### config.mk
export PLATFORM = sky130hd
export DESIGN_NAME = axi_bench_master
export DESIGN_NICKNAME = d
export VERILOG_FILES = /design/src/rtl/axi_bench_master.sv
export SDC_FILE = /design/constraint.sdc
export NUM_CORES = 1
export LEC_CHECK = 0
export BUFFER_PORTS_ARGS = -buffer_cell sky130_fd_sc_hd__buf_2
export CORE_MARGIN = 2
export CORE_UTILIZATION = 57
export DETAILED_ROUTE_END_ITERATION = 6
export GPL_ROUTABILITY_DRIVEN = 0
export PLACE_DENSITY = 0.86
export RECOVER_POWER = 50
export SYNTH_ARGS = -nofsm -noshare
export SYNTH_HDL_FRONTEND = slang
export SYNTH_SLANG_ARGS = --single-unit
### constraint.sdc
create_clock -name clk -period 14.8 [get_ports clk]
set_input_delay 2.96 -clock clk [delete_from_list [all_inputs] [get_ports clk]]
set_output_delay 2.96 -clock clk [all_outputs]
set_load 0.02 [all_outputs]
### src/rtl/axi_bench_master.sv
// AXI4-Lite initiator that starts one router-bench session, polls STATUS until done,
// then reads back TCOND0..3 and WIN_ONEHOT into registered result outputs.
module axi_bench_master #(
    parameter int unsigned POLL_GAP   = 16,
    parameter int unsigned MAX_POLLS  = 65535,
    parameter logic [31:0] CTRL_WDATA = 32'h0000_0003
) (
    input  logic        clk,
    input  logic        rst,
    input  logic        cmd_start,
    output logic        busy,
    output logic        done,
    output logic [1:0]  err,
    output logic [31:0] t_cond0,
    output logic [31:0] t_cond1,
    output logic [31:0] t_cond2,
    output logic [31:0] t_cond3,
    output logic [3:0]  win_onehot,
    output logic [1:0]  winner_code,
    output logic [5:0]  m_axi_awaddr,
    output logic        m_axi_awvalid,
    input  logic        m_axi_awready,
    output logic [31:0] m_axi_wdata,
    output logic [3:0]  m_axi_wstrb,
    output logic        m_axi_wvalid,
    input  logic        m_axi_wready,
    input  logic [1:0]  m_axi_bresp,
    input  logic        m_axi_bvalid,
    output logic        m_axi_bready,
    output logic [5:0]  m_axi_araddr,
    output logic        m_axi_arvalid,
    input  logic        m_axi_arready,
    input  logic [31:0] m_axi_rdata,
    input  logic [1:0]  m_axi_rresp,
    input  logic        m_axi_rvalid,
    output logic        m_axi_rready
);

    localparam logic [15:0] POLL_LIMIT = 16'(MAX_POLLS);
    localparam logic [15:0] GAP_LAST   = (POLL_GAP == 0) ? 16'd0 : 16'(POLL_GAP - 1);
    localparam bit          GAP_EN     = (POLL_GAP != 0);

    typedef enum logic [2:0] {S_IDLE, S_AW_W, S_B, S_AR, S_R, S_GAP, S_FIN} state_e;

    state_e      state_q, state_d;
    logic        busy_q, busy_d, done_q, done_d;
    logic [1:0]  err_q, err_d, winner_q, winner_d;
    logic [31:0] tc0_q, tc0_d, tc1_q, tc1_d, tc2_q, tc2_d, tc3_q, tc3_d;
    logic [3:0]  win_q, win_d;
    logic        awvalid_q, awvalid_d, wvalid_q, wvalid_d, bready_q, bready_d;
    logic        arvalid_q, arvalid_d, rready_q, rready_d;
    logic [31:0] wdata_q, wdata_d;
    logic [5:0]  araddr_q, araddr_d;
    logic [15:0] poll_q, poll_d, gap_q, gap_d, poll_next;

    always_comb begin
        state_d   = state_q;
        busy_d    = busy_q;
        done_d    = 1'b0;
        err_d     = err_q;
        winner_d  = winner_q;
        tc0_d     = tc0_q;
        tc1_d     = tc1_q;
        tc2_d     = tc2_q;
        tc3_d     = tc3_q;
        win_d     = win_q;
        awvalid_d = awvalid_q;
        wvalid_d  = wvalid_q;
        bready_d  = bready_q;
        arvalid_d = arvalid_q;
        rready_d  = rready_q;
        wdata_d   = wdata_q;
        araddr_d  = araddr_q;
        poll_d    = poll_q;
        gap_d     = gap_q;
        poll_next = (poll_q == 16'hFFFF) ? poll_q : poll_q + 16'd1;

        unique case (state_q)
            S_IDLE: begin
                if (cmd_start) begin
                    busy_d    = 1'b1;
                    err_d     = 2'd0;
                    poll_d    = '0;
                    awvalid_d = 1'b1;
                    wvalid_d  = 1'b1;
                    wdata_d   = CTRL_WDATA;
                    state_d   = S_AW_W;
                end
            end
            S_AW_W: begin
                if (awvalid_q && m_axi_awready) awvalid_d = 1'b0;
                if (wvalid_q && m_axi_wready)   wvalid_d  = 1'b0;
                if ((!awvalid_q || m_axi_awready) && (!wvalid_q || m_axi_wready)) begin
                    bready_d = 1'b1;
                    state_d  = S_B;
                end
            end
            S_B: begin
                if (m_axi_bvalid && bready_q) begin
                    bready_d = 1'b0;
                    if (m_axi_bresp != 2'b00) begin
                        err_d   = 2'd1;
                        done_d  = 1'b1;
                        busy_d  = 1'b0;
                        state_d = S_FIN;
                    end else begin
                        araddr_d  = 6'h04;
                        arvalid_d = 1'b1;
                        state_d   = S_AR;
                    end
                end
            end
            S_AR: begin
                if (arvalid_q && m_axi_arready) begin
                    arvalid_d = 1'b0;
                    rready_d  = 1'b1;
                    state_d   = S_R;
                end
            end
            S_R: begin
                if (m_axi_rvalid && rready_q) begin
                    rready_d = 1'b0;
                    if (m_axi_rresp != 2'b00) begin
                        err_d   = 2'd1;
                        done_d  = 1'b1;
                        busy_d  = 1'b0;
                        state_d = S_FIN;
                    end else if (araddr_q == 6'h04) begin
                        poll_d = poll_next;
                        if (m_axi_rdata[1]) begin
                            winner_d  = m_axi_rdata[3:2];
                            araddr_d  = 6'h08;
                            arvalid_d = 1'b1;
                            state_d   = S_AR;
                        end else if (poll_next >= POLL_LIMIT) begin
                            err_d   = 2'd2;
                            done_d  = 1'b1;
                            busy_d  = 1'b0;
                            state_d = S_FIN;
                        end else if (GAP_EN) begin
                            gap_d   = '0;
                            state_d = S_GAP;
                        end else begin
                            arvalid_d = 1'b1;
                            state_d   = S_AR;
                        end
                    end else begin
                        // Readback walks 0x08..0x18; the final WIN_ONEHOT read ends the session.
                        case (araddr_q)
                            6'h08:   tc0_d = m_axi_rdata;
                            6'h0C:   tc1_d = m_axi_rdata;
                            6'h10:   tc2_d = m_axi_rdata;
                            6'h14:   tc3_d = m_axi_rdata;
                            default: win_d = m_axi_rdata[3:0];
                        endcase
                        if (araddr_q >= 6'h18) begin
                            done_d  = 1'b1;
                            busy_d  = 1'b0;
                            state_d = S_FIN;
                        end else begin
                            araddr_d  = araddr_q + 6'h04;
                            arvalid_d = 1'b1;
                            state_d   = S_AR;
                        end
                    end
                end
            end
            S_GAP: begin
                if (gap_q == GAP_LAST) begin
                    araddr_d  = 6'h04;
                    arvalid_d = 1'b1;
                    state_d   = S_AR;
                end else begin
                    gap_d = gap_q + 16'd1;
                end
            end
            S_FIN: begin
                state_d = S_IDLE;
            end
            default: begin
                state_d = S_IDLE;
            end
        endcase
    end

    always_ff @(posedge clk or posedge rst) begin
        if (rst) begin
            state_q   <= S_IDLE;
            busy_q    <= 1'b0;
            done_q    <= 1'b0;
            err_q     <= '0;
            winner_q  <= '0;
            tc0_q     <= '0;
            tc1_q     <= '0;
            tc2_q     <= '0;
            tc3_q     <= '0;
            win_q     <= '0;
            awvalid_q <= 1'b0;
            wvalid_q  <= 1'b0;
            bready_q  <= 1'b0;
            arvalid_q <= 1'b0;
            rready_q  <= 1'b0;
            wdata_q   <= '0;
            araddr_q  <= '0;
            poll_q    <= '0;
            gap_q     <= '0;
        end else begin
            state_q   <= state_d;
            busy_q    <= busy_d;
            done_q    <= done_d;
            err_q     <= err_d;
            winner_q  <= winner_d;
            tc0_q     <= tc0_d;
            tc1_q     <= tc1_d;
            tc2_q     <= tc2_d;
            tc3_q     <= tc3_d;
            win_q     <= win_d;
            awvalid_q <= awvalid_d;
            wvalid_q  <= wvalid_d;
            bready_q  <= bready_d;
            arvalid_q <= arvalid_d;
            rready_q  <= rready_d;
            wdata_q   <= wdata_d;
            araddr_q  <= araddr_d;
            poll_q    <= poll_d;
            gap_q     <= gap_d;
        end
    end

    assign busy          = busy_q;
    assign done          = done_q;
    assign err           = err_q;
    assign t_cond0       = tc0_q;
    assign t_cond1       = tc1_q;
    assign t_cond2       = tc2_q;
    assign t_cond3       = tc3_q;
    assign win_onehot    = win_q;
    assign winner_code   = winner_q;
    assign m_axi_awaddr  = 6'h00;
    assign m_axi_awvalid = awvalid_q;
    assign m_axi_wdata   = wdata_q;
    assign m_axi_wstrb   = 4'hF;
    assign m_axi_wvalid  = wvalid_q;
    assign m_axi_bready  = bready_q;
    assign m_axi_araddr  = araddr_q;
    assign m_axi_arvalid = arvalid_q;
    assign m_axi_rready  = rready_q;

endmodule

[Word-level counts from Yosys, hierarchy flattened]
Cells that the tools add are included.
Storage, ports and cells
  bits of input ports: 44
  RAM bits: 0
  memories: 0
  bits in latches: 0
  output and inout bits: 191
  word-level logic and storage cells: 185
  flip-flop bits (word level): 185
  bits in read-only memories: 0
Cells by class
  eq/ne operators: 35
  multiply operators: 0
  multiplexer cells: 83
  divide/modulo/power cells: 0
  reductions and logical operators: 40
  $lt $le $gt $ge: 2
  bitwise gates (word level): 3
  add/subtract/negate cells: 3
  shift operators: 0
Operators with widths (number)
  $mux 16: 11
  $pmux 16 s2: 2
  $mux 6: 8
  $reduce_and 5->1: 7
  $mux 3: 11
  $add 16x1->16 const B: 2
  $mux 1: 32
  $ne 2x2->1 const B: 15
  $reduce_and 8->1: 3
  $mux 2: 9
  $pmux 3 s6: 1
  $pmux 6 s3: 1
  $eq 16x16->1 const B: 1
  $eq 16x4->1 const B: 1
  $ge 16x16->1 const B: 1
  $ne 3x3->1 const B: 5
  $reduce_bool 2->1: 7
  $eq 6x4->1 const B: 2
  $eq 6x5->1 const B: 2
  $ne 4x4->1 const B: 3
  $reduce_and 3->1: 4
  $pmux 1 s2: 5
  $reduce_and 9->1: 1
  $reduce_and 7->1: 1
  19 further kinds: 31

[Logic depth before layout (Yosys ltp)]
Gate-level depths: netlist of the first run.
  depth after elaboration: 9
  mapped depth: 10
  gate-level depth less buffers: 9

[Least setup slack after synthesis of the first run]
No wires, ideal clock.
  path kind: input -> register
  start: in m_axi_rdata[1]
  end: reg araddr_q[2], in the netlist m_axi_araddr[2]
  path buffers: 2
  data arrival time: 4552 ps
  stages: 8
  data required time: 14669 ps
  setup slack: 10117 ps
  cells stage by stage: clkbuf_1 > nand2b_1 > nand3_1 > a22o_1 > or3b_2 > clkbuf_1 > a211oi_1 > a21oi_1
On the way
  longest elaborated chain between the ends: 2
RTL lines
  start: declaration: RTL line 33  | input logic [31:0] m_axi_rdata,
  $ne 3x3->1 (no line)
  $reduce_and 8->1 (no line)
  end signal: assignment: RTL line 224  | araddr_q <= araddr_d;
  end: declaration: RTL line 53  | logic [5:0] araddr_q, araddr_d;
No other way between the ends.
A chain may end at the register's enable or synchronous reset.

==> results of run 1 <==
## flip-flops by register name, summed over array words and instances (netlist names)
signal         count
state_q            3
t_cond2           32
t_cond1           32
m_axi_awvalid      1
m_axi_rready       1
win_onehot         4
m_axi_bready       1
t_cond3           32
poll_q            16
m_axi_wvalid       1
t_cond0           32
done               1
m_axi_araddr       4
m_axi_wdata        1
busy               1
gap_q             16
m_axi_arvalid      1
winner_code        2
err                2
## cell families (layout without fill, tap and decap cells)
group | after synthesis | count (layout) | synth area share
xor gates and xnor gates | 4 | 4 | 0.00417
buffers and inverters | 83 | 240 | 0.0615
other | 2 | 42 | 0.000894
DFF | 183 | 183 | 0.545
and+or+nand+nor | 187 | 187 | 0.112
AOI/OAI and AO/OA | 113 | 113 | 0.0853
adders and majority gates | 7 | 7 | 0.0104
muxes | 135 | 135 | 0.181
## cell type report
| class | instances | area (um2) |
|---|---|---|
| inverter | 11 | 42.5 |
| fill | 1150 | 4760 |
| sequential | 183 | 4580 |
| multi-input combinational | 488 | 3460 |
| clock inverter | 13 | 134 |
| timing repair buffer | 197 | 832 |
| clock buffer | 19 | 443 |
| tap | 184 | 230 |
## worst max path at each step
stage                        start           to
detailed placement  m_axi_rresp[1]  t_cond2[14]
floorplan                      rst         busy
global placement    m_axi_rresp[1]  t_cond2[21]
CTS                 m_axi_rresp[1]  t_cond0[23]
global route                   rst  t_cond0[24]
finish                         rst  t_cond3[11]
## metrics by stage
| stage | power [mW] | hold slack (ns) | util | cell area [um2] | instances |
|---|---|---|---|---|---|
| floorplan | 0.737 | 0.446 | - | 8550 | 754 |
| global placement | 0.786 | 0.467 | 0.643 | 9310 | 1063 |
| detailed placement | 0.792 | 0.478 | 0.643 | 9310 | 1063 |
| CTS | 1.23 | 0.492 | 0.683 | 9890 | 1095 |
| global route | 1.29 | 0.513 | 0.671 | 9720 | 1095 |
| finish | 1.23 | 0.499 | 0.671 | 9720 | 1095 |
## cell usage in the layout (no fill, tap or decap), types with 23 or more instances in the layout
| master | netlist | routed |
|---|---|---|
| mux2_2 | 134 | 134 |
| buf_2 | 10 | 62 |
| clkbuf_1 | 15 | 132 |
| nand3_1 | 23 | 23 |
| nor2_1 | 39 | 39 |
| a21oi_1 | 24 | 24 |
| nand2_1 | 57 | 56 |
| conb_1 | 2 | 42 |
| dfrtp_1 | 183 | 183 |
| o21ai_0 | 38 | 37 |
## metal layers
metal  up-vias  GRT usage  wire length [um]
li1       2848          -                 -
met3        28     0.0894              1780
met4         0     0.0869               367
met5         -          0                 0
met1      3070      0.327              7980
met2       303      0.404              9490
## power by group through the flow
stage	registers [mW]	clock network, mW	logic [mW]
finish	0.577	0.443	0.210
global route	0.582	0.473	0.234
CTS	0.575	0.449	0.210
detailed placement	0.584	0	0.208
global placement	0.583	0	0.204
floorplan	0.580	0	0.157
## worst max-delay path: cells and delay by family
kind                   cells  cell delay (ns)
buffers and inverters      3             3.77
==> metrics.txt, run 1 <==
status=complete, but fails checks; violated checks=capacitance limit, slew limit; die area=15700 um2; total gr overflow=0; Primary FF master, synth=dfrtp_1; Setup WS post-layout=8.02 ns; Leakage=4.79 nW; Max Cap Violations=2; Clock power frac=0.360; final-stage net count=949; Synth Cell Area=8400 um2; vias per cell=5.71; Layout area overhead=15.7%; Post-Syn Instances=714; clock buffer count from CTS=17; switching part of the total=0.315; CP peak stage delay=1.97 ns; min Tclk post-route=6.78 ns; drt first pass iters=5; Seq/Total Area, Yosys=0.545; final setup vio count=0; reg-to-reg startpoint=state_q[0]; Hold Crit Start=m_axi_wdata[0]; HP Class=reg2reg; Post-synth ARST share=1.00; Post-CTS Resized=0; Synth area leader=dfrtp_1; WP data required=14.79 ns; post-synthesis cell type count=63; IO Count=235; hpwl dp=13700 um; # hold bufs at CTS=0; ant diodes=0; DR iter-0 viols=408; die height=125 um; Setup crit end kind=async pin; reg-to-reg setup timing slack=11.20 ns; Most common cell on crit path=clkbuf_1; clk slew on worst S/H paths=0.07 ns; Worst Hold End=m_axi_wdata[0]; vias in the first global route=6070; Slew HR=-1.08; global-route wire length before repair=31600 um; final hold violations=0; Internal Power=0.842 mW; top post-synthesis cells by area=dfrtp_1, mux2_2, buf_4; Commonest cells post-synth=dfrtp_1, mux2_2, nand2_1; antenna violations before repair=0; All-Layer GR Usage=0.254; final slew viol count=125; Core Box Area=14500 um2; share of layout cells above drive strength 1=0.268; final WL=19600 um; Psw=0.387 mW; count leader, synth=dfrtp_1; FF-to-FF End=t_cond0[31]; proportion of netlist area held by the largest area contributor=0.545; IO buf count=192; maximum number of pins on one net before global-route repair=72; H-tree Lvls=4; syn avg cell area=11.8 um2; critical path arrival=6.77 ns; Pwr per Cell Area=126 nW/um2; Crit-path slowest cell=clkbuf_1; detailed-route via count=6249; Die X=125 um; Residual DRC=0; worst skew pair latency=0.43 ns; Synth warnings=0; root buf cell=clkbuf_16; DP Worst Slack=9.44 ns; clk sink count=183; Initial Util=0.580; Crit Path Category=in2async; maximum clock path buffer count=2; CP Cell Sequence=clkbuf_1 > clkinvlp_2 > clkbuf_1; nature of the critical path startpoint=input pin; EDFF count, synth=0; Worst R2R Path Depth=7; combinational power share=0.171; WL per Instance=17.9 um; critical path peak fanout=71; Setup Buffers After CTS=0; post-route ant nets=0; unrepaired setup endpoints after global routing=no; Final TNS setup=0 ns; TritonCTS clock tree=yes; Seq cells post-synth=183; Site Rows=44; hold path depth=1; share of power burned in registers=0.469; Fmax achieved=0.147 GHz; Tightest Pin Transition=3.10 ns; fin crit share=0.458; peak supply drop=0.0000836 V; clk_skew=0.00939 ns
Note: power is estimated with default switching activity, not from simulation.
==> inputs of run 2 (changes only) <==
--- a/config.mk
+++ b/config.mk
@@ -5,12 +5,13 @@
 export SDC_FILE = /design/constraint.sdc
 export NUM_CORES = 1
 export LEC_CHECK = 0
+export ABC_AREA = 1
 export BUFFER_PORTS_ARGS = -buffer_cell sky130_fd_sc_hd__buf_2
 export CORE_MARGIN = 2
-export CORE_UTILIZATION = 57
+export CORE_UTILIZATION = 48
 export DETAILED_ROUTE_END_ITERATION = 6
 export GPL_ROUTABILITY_DRIVEN = 0
-export PLACE_DENSITY = 0.86
+export PLACE_DENSITY = 0.77
 export RECOVER_POWER = 50
 export SYNTH_ARGS = -nofsm -noshare
 export SYNTH_HDL_FRONTEND = slang
==> constraint.sdc (replaced) <==
create_clock -name clk -period 5.89 [get_ports clk]
set_input_delay 1.178 -clock clk [delete_from_list [all_inputs] [get_ports clk]]
set_output_delay 1.178 -clock clk [all_outputs]
set_load 0.02 [all_outputs]
==> run 2 against run 1 <==
Effect of this change: the run still ends with capacitance limit, slew limit left; combinational power grew to 3.7 times the previous value; setup slack got worse by 5.8 ns; cell area grew 3.1%; via count grew 16%; routed wire length grew 4.0%; power grew to 2.8 times the previous value; die area up 22%; count of clock-buffer cells in the layout down 1.
==> metrics.txt, run 2 <==
status=complete, but fails checks (unchanged); violated checks=capacitance limit, slew limit (unchanged); clock buffer count from CTS=17 (unchanged); Post-synth ARST share=1.00 (unchanged); reg-to-reg startpoint=state_q[0] (unchanged); Crit-path slowest cell=nor2_1 (was clkbuf_1); Most common cell on crit path=nor2_1 (was clkbuf_1); Seq/Total Area, Yosys=0.529 (was 0.545); ant diodes=0 (unchanged); Layout area overhead=15.7% (about the same); hpwl dp=14100 um (was 13700 um); commonest non-fill, non-tap cell in the layout=nand2_1 (was dfrtp_1); peak supply drop=0.000210 V (was 0.0000836 V); Site Rows=49 (was 44); critical path arrival=4.01 ns (was 6.77 ns); Final TNS setup=0 ns (unchanged); unrepaired setup endpoints after global routing=no (unchanged); fin util=0.562 (was 0.671); # hold bufs at CTS=0 (unchanged); Tightest Pin Transition=2.04 ns (was 3.10 ns); Hold Crit Start=t_cond0[16] (was m_axi_wdata[0]); post-synthesis cell type count=44 (was 63); Synth warnings=0 (unchanged); hold path depth=2 (was 1); vias in the first global route=6940 (was 6070); total gr overflow=0 (unchanged); Max Cap Violations=1 (was 2); critical path peak fanout=14 (was 71); maximum number of pins on one net before global-route repair=140 (was 72); Worst R2R Path Depth=12 (was 7); drt first pass iters=5 (unchanged); Crit path max-delay family=simple AND/OR/NAND/NOR gates (was buffers and inverters); Primary FF master, synth=dfrtp_1 (unchanged); IO Count=235 (unchanged); IO buf count=192 (unchanged); top post-synthesis cells by area=dfrtp_1, nand2_1, o21ai_0 (was dfrtp_1, mux2_2, buf_4); fin crit share=0.629; TritonCTS clock tree=yes (unchanged); Pwr per Cell Area=346 nW/um2 (was 126 nW/um2); worst skew pair latency=0.44 ns (was 0.43 ns); Setup crit end kind=flop (was async pin); reg-to-reg setup timing slack=2.18 ns (was 11.20 ns); final hold violations=0 (unchanged); FF-to-FF End=winner_code[1] (was t_cond0[31]); clk slew on worst S/H paths=0.07 ns (about the same); nature of the critical path startpoint=flop (was input pin); syn avg cell area=8.54 um2 (was 11.8 um2); All-Layer GR Usage=0.219 (was 0.254); die height=138 um (was 125 um); clk_skew=0.0118 ns (was 0.00939 ns); CP peak stage delay=0.76 ns (was 1.97 ns); Core Box Area=17800 um2 (was 14500 um2); Die X=138 um (was 125 um); clk sink count=183 (unchanged); final-stage net count=1244 (was 949); WP buf/inv=4 (was 3); H-tree Lvls=4 (unchanged); CP Cell Sequence=nor2_1 > inv_1 > nor2_1 > inv_1 > nor2_1 > inv_1 > nor2_1 > inv_1 > nor2_1 > nand2_1 > nand2_1 > o21ai_0 (was clkbuf_1 > clkinvlp_2 > clkbuf_1); Seq cells post-synth=183 (unchanged); Fmax achieved=0.270 GHz; EDFF count, synth=0 (unchanged); Synth area leader=dfrtp_1 (unchanged); WL per Instance=14.2 um (was 17.9 um); Worst Hold End=t_cond0[16] (was m_axi_wdata[0]); count leader, synth=nand2_1 (was dfrtp_1); vias per cell=5.05 (was 5.71); Post-CTS Resized=0 (unchanged); detailed-route via count=7241 (was 6249); min Tclk post-route=3.71 ns; Setup Buffers After CTS=0 (unchanged); post-route ant nets=0 (unchanged); Initial Util=0.486 (was 0.580); global-route wire length before repair=34300 um (was 31600 um); die area=19100 um2 (was 15700 um2); share of layout cells above drive strength 1=0.100 (was 0.268); DR iter-0 viols=681 (was 408); commonest cells after routing, fill and taps aside=nand2_1, dfrtp_1, clkbuf_1 (was dfrtp_1, mux2_2, clkbuf_1); Post-Syn Instances=1014 (was 714); HP Class=reg2reg (unchanged); Leakage=4.92 nW (was 4.79 nW); final slew viol count=45 (was 125); WP data required=6.20 ns (was 14.79 ns); maximum clock path buffer count=2 (unchanged); Slew HR=-0.368 (was -1.08); root buf cell=clkbuf_16 (unchanged); Synth Cell Area=8660 um2 (was 8400 um2); Commonest cells post-synth=nand2_1, dfrtp_1, o21ai_0 (was dfrtp_1, mux2_2, nand2_1); Crit Path Category=reg2reg (was in2async); proportion of netlist area held by the largest area contributor=0.529 (was 0.545); antenna violations before repair=0 (unchanged); Residual DRC=0 (unchanged); final WL=20400 um (was 19600 um); final setup vio count=0 (unchanged)
-- run 2: changes by cell type after synthesis, sizes merged, moves of 7 or more --
cell	delta
a21oi	-15
and3	-7
buf	+12
clkbuf	-11
inv	+92
mux2	-134
nand2	+243
nand2b	-7
nand3	+16
nor2	+28
nor4	-7
o21ai	+124
xor2	+7
-- run 2: worst max-delay path by stage --
stage	from	to	cells after the start
floorplan	rst	busy	1
global placement	m_axi_rresp[1]	winner_code[0]	11
detailed placement	m_axi_rresp[1]	winner_code[0]	11
CTS	m_axi_araddr[3]	winner_code[0]	11
global route	state_q[0]	winner_code[1]	12
finish	state_q[0]	winner_code[1]	12
-- run 2: layout make-up --
class,count,area (um2)
clock inverters,14,199
fillers,1711,7820
multi-input cells,694,3330
inverters,104,393
repair buffers,193,795
well taps,229,287
clock buffers,18,439
flip-flops and latches,183,4580
-- run 2: routing by layer --
layer	vias up	GRT usage	part of all wire
met5	-	0	0
li1	3547	-	-
met1	3423	0.302	0.46
met4	0	0.0875	0.024
met2	239	0.346	0.47
met3	32	0.0419	0.054
-- run 2: logic make-up (layout without fill, tap and decap cells) --
kind of cell / after synthesis / count (layout) / synth area share
buffers and inverters: 177 / 329 / 0.101
AND/OR/NAND/NOR: 442 / 442 / 0.232
adder cells (fa/ha/maj): 7 / 7 / 0.0101
XOR/XNOR: 10 / 10 / 0.0101
AO/OA/AOI/OAI: 193 / 193 / 0.117
flip-flops: 183 / 183 / 0.529
other: 2 / 42 / 0.000867
-- run 2: power by group --
group	total [mW]	switching (mW)	leakage [nW]	internal, mW
clock network	1.19	0.559	0.307	0.628
registers	1.50	0.125	2.52	1.38
logic	0.775	0.546	2.09	0.230
-- run 2: worst reg2reg max path: stages (launching register included) --
cell     delay (ns)
dfrtp_1        0.42
nor2_1         0.17
inv_1          0.11
nor2_1         0.76
inv_1          0.39
nor2_1         0.28
inv_1          0.13
nor2_1         0.17
inv_1          0.06
nor2_1         0.69
nand2_1        0.23
nand2_1        0.11
o21ai_0        0.08
-- run 2: per-stage QoR --
step	instance area, um2	hold slack, ns	power (mW)	instances	worst slack [ns]
floorplan	8820	0.485	2.13	1054	2.36
global placement	9600	0.459	2.31	1403	2.72
detailed placement	9600	0.465	2.32	1403	2.63
CTS	10200	0.487	3.52	1435	2.94
finish	10000	0.486	3.47	1435	2.18
global route	10000	0.516	3.65	1435	1.80
